`config.mk`:
```
export PLATFORM = sky130hd
export DESIGN_NAME = pe_row_group
export DESIGN_NICKNAME = d
export VERILOG_FILES = /design/src/rtl/pe_row_group.sv
export SDC_FILE = /design/constraint.sdc
export NUM_CORES = 2
export LEC_CHECK = 0
export ABC_AREA = 0
export BUFFER_PORTS_ARGS = -buffer_cell sky130_fd_sc_hd__clkbuf_2
export CORE_ASPECT_RATIO = 0.75
export CORE_MARGIN = 2
export CORE_UTILIZATION = 30
export CTS_CLUSTER_SIZE = 12
export DETAILED_ROUTE_END_ITERATION = 16
export GPL_TIMING_DRIVEN = 0
export PLACE_DENSITY = 0.47
export SLEW_MARGIN = 20
export SYNTH_ARGS = -nofsm -noshare
export SYNTH_HDL_FRONTEND = slang
export SYNTH_SLANG_ARGS = --single-unit
```
`constraint.sdc`:
```
create_clock -name clk -period 8.7 [get_ports clk]
set_input_delay 1.305 -clock clk [delete_from_list [all_inputs] [get_ports clk]]
set_output_delay 1.305 -clock clk [all_outputs]
set_load 0.02 [all_outputs]
```
`src/rtl/pe_row_group.sv`:
```
// pe_row_group: 5x5 signed conv row stage; five row dot-products per window, 2-cycle pipeline.
module pe_row_group #(
  parameter int PIX_W = 8,
  parameter int W_W   = 8,
  parameter int FRAC  = 7,
  parameter int SUM_W = 11
) (
  input  logic                     clk,
  input  logic                     rst,
  input  logic                     w_we,
  input  logic [4:0]               w_addr,
  input  logic [W_W-1:0]           w_data,
  input  logic                     start,
  input  logic                     row_start,
  input  logic                     pix_valid,
  input  logic [5*PIX_W-1:0]       pix_col,
  input  logic                     frame_end,
  output logic signed [SUM_W-1:0]  sum1,
  output logic signed [SUM_W-1:0]  sum2,
  output logic signed [SUM_W-1:0]  sum3,
  output logic signed [SUM_W-1:0]  sum4,
  output logic signed [SUM_W-1:0]  sum5,
  output logic                     wb_en,
  output logic                     FinishFlag,
  output logic                     busy
);
  localparam int P_W = PIX_W + W_W - FRAC;
  typedef enum logic [1:0] {IDLE, FILL, RUN, DRAIN} state_t;
  state_t state;
  logic [2:0] fill;
  logic [5*PIX_W-1:0] win [5];
  logic signed [W_W-1:0] wt [25];
  logic signed [P_W-1:0] p [25];
  logic signed [SUM_W-1:0] s [5];
  logic signed [SUM_W-1:0] rs [5];
  logic v0, v1, act, issue;
  function automatic logic signed [P_W-1:0] mulq(input logic signed [PIX_W-1:0] a,
                                                 input logic signed [W_W-1:0] b);
    logic signed [PIX_W+W_W-1:0] m;
    m = (PIX_W+W_W)'(a) * (PIX_W+W_W)'(b);
    return P_W'(m >>> FRAC);
  endfunction
  assign act   = (state == FILL || state == RUN) && pix_valid;
  assign issue = act && !row_start && (state == RUN || fill == 3'd4);
  assign busy  = state != IDLE;
  assign {sum1, sum2, sum3, sum4, sum5} = {s[0], s[1], s[2], s[3], s[4]};
  always_comb begin
    for (int r = 0; r < 5; r++) begin
      rs[r] = '0;
      for (int c = 0; c < 5; c++) rs[r] = rs[r] + SUM_W'(p[r*5+c]);
    end
  end
  always_ff @(posedge clk) begin
    if (rst) begin
      state <= IDLE;
      fill <= '0;
      {v0, v1, wb_en, FinishFlag} <= '0;
      for (int i = 0; i < 5; i++) win[i] <= '0;
      for (int i = 0; i < 5; i++) s[i] <= '0;
      for (int i = 0; i < 25; i++) wt[i] <= '0;
      for (int i = 0; i < 25; i++) p[i] <= '0;
    end else begin
      v0 <= issue;
      v1 <= v0;
      wb_en <= v1;
      FinishFlag <= 1'b0;
      for (int i = 0; i < 25; i++) p[i] <= mulq(win[i%5][(i/5)*PIX_W +: PIX_W], wt[i]);
      if (v1) for (int r = 0; r < 5; r++) s[r] <= rs[r];
      case (state)
        IDLE: begin
          if (w_we && w_addr < 5'd25) wt[w_addr] <= w_data;
          if (start) begin
            state <= FILL;
            fill <= '0;
          end
        end
        FILL, RUN: begin
          // a new output row restarts the window so no window straddles two rows
          if (act && row_start) begin
            for (int i = 0; i < 4; i++) win[i] <= '0;
            win[4] <= pix_col;
            fill <= 3'd1;
            state <= FILL;
          end else if (act) begin
            for (int i = 0; i < 4; i++) win[i] <= win[i+1];
            win[4] <= pix_col;
            if (state == FILL) fill <= fill + 3'd1;
            if (state == FILL && fill == 3'd4) state <= RUN;
          end
          if (frame_end) state <= DRAIN;
        end
        DRAIN: begin
          if (!v0 && !v1) begin
            FinishFlag <= 1'b1;
            state <= IDLE;
          end
        end
        default: state <= IDLE;
      endcase
    end
  end
endmodule

```
==> metrics.log <==
[metrics] status: finished clean
[metrics] sequential-to-total area share from yosys stat: 21.27%
[metrics] Detailed Route Iter0 Violations: 3153
[metrics] commonest register cell after synthesis: edfxtp_1
[metrics] area added between synthesis and finish: 10.75%
[metrics] static leakage: 45.47 nW
[metrics] die width: 623.2 um
[metrics] most used cells in the layout excluding fill and tap cells: inv_1 (1861), fa_1 (1465), and2_1 (1367)
[metrics] areal power density over the cells: 238.7 nW/um^2
[metrics] CORE AREA: 286100 um^2
[metrics] count of hold buffers inserted by post-cts repair: 0
[metrics] Worst Setup Path Type: reg2reg
[metrics] Final Wtd Congestion: 0.8522
[metrics] number of max-slew violations in the final report: 0
[metrics] number of synthesis warnings: 0
[metrics] # rows: 170
[metrics] setup fix buffers added after clock tree synthesis: 0
[metrics] vias in the first global route: 59.98k
[metrics] Die Y: 468.4 um
[metrics] Post-DP HPWL: 197600 um
[metrics] internal reg-to-reg setup slack: 3.19 ns
[metrics] worst setup skew after layout: 0.03207 ns
[metrics] sum of routed wire length over all layers: 239700 um
[metrics] antenna violation net count after detailed routing: 0
[metrics] reg2reg start: win[0][127]$_SDFFCE_PN0P_
[metrics] RSZ-0062 raised after global routing: false
[metrics] Finish-stage setup viols: 0
[metrics] number of flops mapped to enable cells by yosys: 455
[metrics] Min Hold Slack: 0.4481 ns
[metrics] share of cells above drive strength 1: 4.714%
[metrics] overall die area: 291900 um^2
[metrics] post-placement cell area: 92690 um^2
[metrics] via count: 56.25k
[metrics] buffers added on ports: 114
[metrics] path type of the worst min-delay path: reg2reg
[metrics] clock tree from TritonCTS: yes
[metrics] Mapped Nets: 10.69k
[metrics] final worst path period need: 5.505 ns
[metrics] Congestion Overflow GR: 0
[metrics] Min-Delay Startpoint: v0$_SDFF_PP0_
[metrics] mean number of vias per cell: 4.488
[metrics] end point of the worst hold path: FinishFlag$_SDFF_PP0_
[metrics] all-layer global routing usage: 16.78%
[metrics] Max Fclk: 181.6 MHz
[metrics] worst hold path depth: 1
[metrics] Resized Gates After CTS: 0
[metrics] Slew Limit Headroom: 17.03%
[metrics] Clock Sinks: 689
[metrics] post-synthesis cell type count: 66
[metrics] cts bufs inserted: 84
[metrics] actual slew at the worst max-slew pin: 1.245 ns
[metrics] startpoint type of the worst setup path: register
[metrics] most frequent standard cell in the layout excluding fill and tap cells: inv_1
[metrics] Residual DRC: 0
[metrics] Longest Clk Path Bufs: 3
[metrics] final cell area excluding filler cells: 95540 um^2
[metrics] Mapped Cells: 8424
[metrics] post-synthesis sequential element count: 689
[metrics] endpoints failing hold: 0
[metrics] number of cells on the worst reg-to-reg path: 17
[metrics] clk_lat worst skew: 0.72 ns
[metrics] clock transition at the register clock pins on the worst setup and hold paths after CTS: 0.06 ns
[metrics] endpoint kind of the worst setup timing path: register
[metrics] H-tree level count: 3
[metrics] share of flip-flops with an asynchronous set or reset after synthesis: 0%
[metrics] master cell of the clock root buffer: clkbuf_16
[metrics] nets@finish: 10.93k
[metrics] CP Data Arrival Time: 6.04 ns
[metrics] antenna violations before repair: 45
[metrics] post-DR wirelength/cell: 19.13 um
[metrics] endpoint of the lowest-slack register-to-register path: p[0][34]$_SDFF_PP0_
[metrics] First-pass DRT Iterations: 7
[metrics] Max FO, Critical Path: 9
[metrics] pin count of the biggest net entering global routing: 51
[metrics] Tcrit/Tclk final: 63.28%
[metrics] post-synth design cell area: 86270 um^2
[metrics] first-pass GRT wire length: 370800 um
[metrics] number of ports placed on the die boundary: 118
[metrics] effective utilization at floorplan: 30.15%
[metrics] required arrival time at the worst endpoint: 9.23 ns
[metrics] synthesized area per cell: 10.24 um^2
[metrics] maximum resistive drop on vdd: 0.0003188 V
[metrics] Maximum Capacitance Violations: 0
-- cell usage after synthesis (60+ instances only) --
cell type  instances  share of area, %
nor3_1           112              0.65
clkbuf_1         107              0.47
nand2b_1          61              0.44
inv_1           1861               8.1
xnor2_1          290               2.9
ha_1             737                11
dfxtp_1          234               5.4
a21o_1            73              0.64
nor2_1           289               1.3
a21oi_1           98              0.57
xor2_1            60              0.61
and2_1          1367               9.9
and3_1            73              0.53
nand2_1          398               1.7
edfxtp_1         455                16
nor2b_1          135              0.98
fa_1            1465                34
-- layout make-up --
type | instances | area (um^2)
Fill cell | 29050 | 190600
Multi-Input combinational cell | 5761 | 60530
Sequential cell | 689 | 18350
Inverter | 1865 | 7000
Tap cell | 3784 | 4735
Clock buffer | 117 | 2412
Timing Repair Buffer | 159 | 1612
Buffer | 109 | 467.9
Clock inverter | 40 | 407.9
Antenna cell | 8 | 20.02
-- metrics by stage --
| step | power (mW) | cells | setup WS [ns] | util [%] | TNS, ns |
|---|---|---|---|---|---|
| after global placement | 19.04 | 12320 | -6.282 | 32.01 | -1240.66 |
| after floorplan | 15.41 | 8424 | 1.566 | - | 0 |
| after CTS | 23.06 | 12520 | 3.255 | 33.39 | 0 |
| after global routing | 25.18 | 12530 | 2.932 | 33.39 | 0 |
| final | 22.80 | 12530 | 3.195 | 33.39 | 0 |
| after detailed placement | 19.20 | 12370 | 3.225 | 32.40 | 0 |
-- power breakdown --
group / switching, mW / internal, mW
combinational: 8.10 / 6.25
clock: 1.57 / 2.08
sequential: 0.665 / 4.13
total: 10.3 / 12.5
-- routing by layer --
metal  global-route usage [%]  vias to the layer above  routed length (um)
met5                        0                        -                   0
met4                    3.301                        0                4655
met3                    2.489                      188               12960
met2                    25.55                     1008              101900
met1                    25.18                    28560              120200
li1                         -                    26490                   -
-- logic make-up (layout without fill, tap and decap cells) --
group,Yosys count,count (layout),synth area share (%)
and+or+nand+nor,2652,2652,17.14
other,0,8,0
DFF,689,689,21.27
buffers and inverters,1974,2290,8.589
muxes,44,44,0.5439
xor gates and xnor gates,350,350,3.553
AOI/OAI and AO/OA,513,513,4.222
adders and majority gates,2202,2202,44.69
-- worst max-delay path: stages (launching register included) --
cell and delay [ns]:
edfxtp_1 0.35, clkbuf_1 0.26, and2_1 0.25, fa_1 0.49
inv_1 0.06, fa_1 0.51, inv_1 0.06, fa_1 0.53
inv_1 0.05, fa_1 0.47, inv_1 0.04, ha_1 0.19
or3_1 0.39, a211oi_2 0.24, o21bai_1 0.19, o311a_1 0.37
o21a_1 0.18, nor3_1 0.68
-- flip-flops by register name (all words and copies together) (netlist names) --
name,flops
s,55
v0,1
p,225
wt,200
fill,3
state,2
FinishFlag,1
win,200
v1,1
wb_en,1
-- how the worst max path moves through the flow --
| stage | from | end |
|---|---|---|
| 5_1_grt | win[0][127]$_SDFFCE_PN0P_ | p[0][34]$_SDFF_PP0_ |
| 6_report | win[0][127]$_SDFFCE_PN0P_ | p[0][34]$_SDFF_PP0_ |
| 4_1_cts | win[0][127]$_SDFFCE_PN0P_ | p[0][34]$_SDFF_PP0_ |
| 2_1_floorplan | rst | win[0][0]$_SDFFCE_PN0P_ |
| 3_5_place_dp | rst | win[0][155]$_SDFFCE_PN0P_ |
| 3_3_place_gp | rst | win[0][158]$_SDFFCE_PN0P_ |
Note: power is estimated with default switching activity, not from simulation.
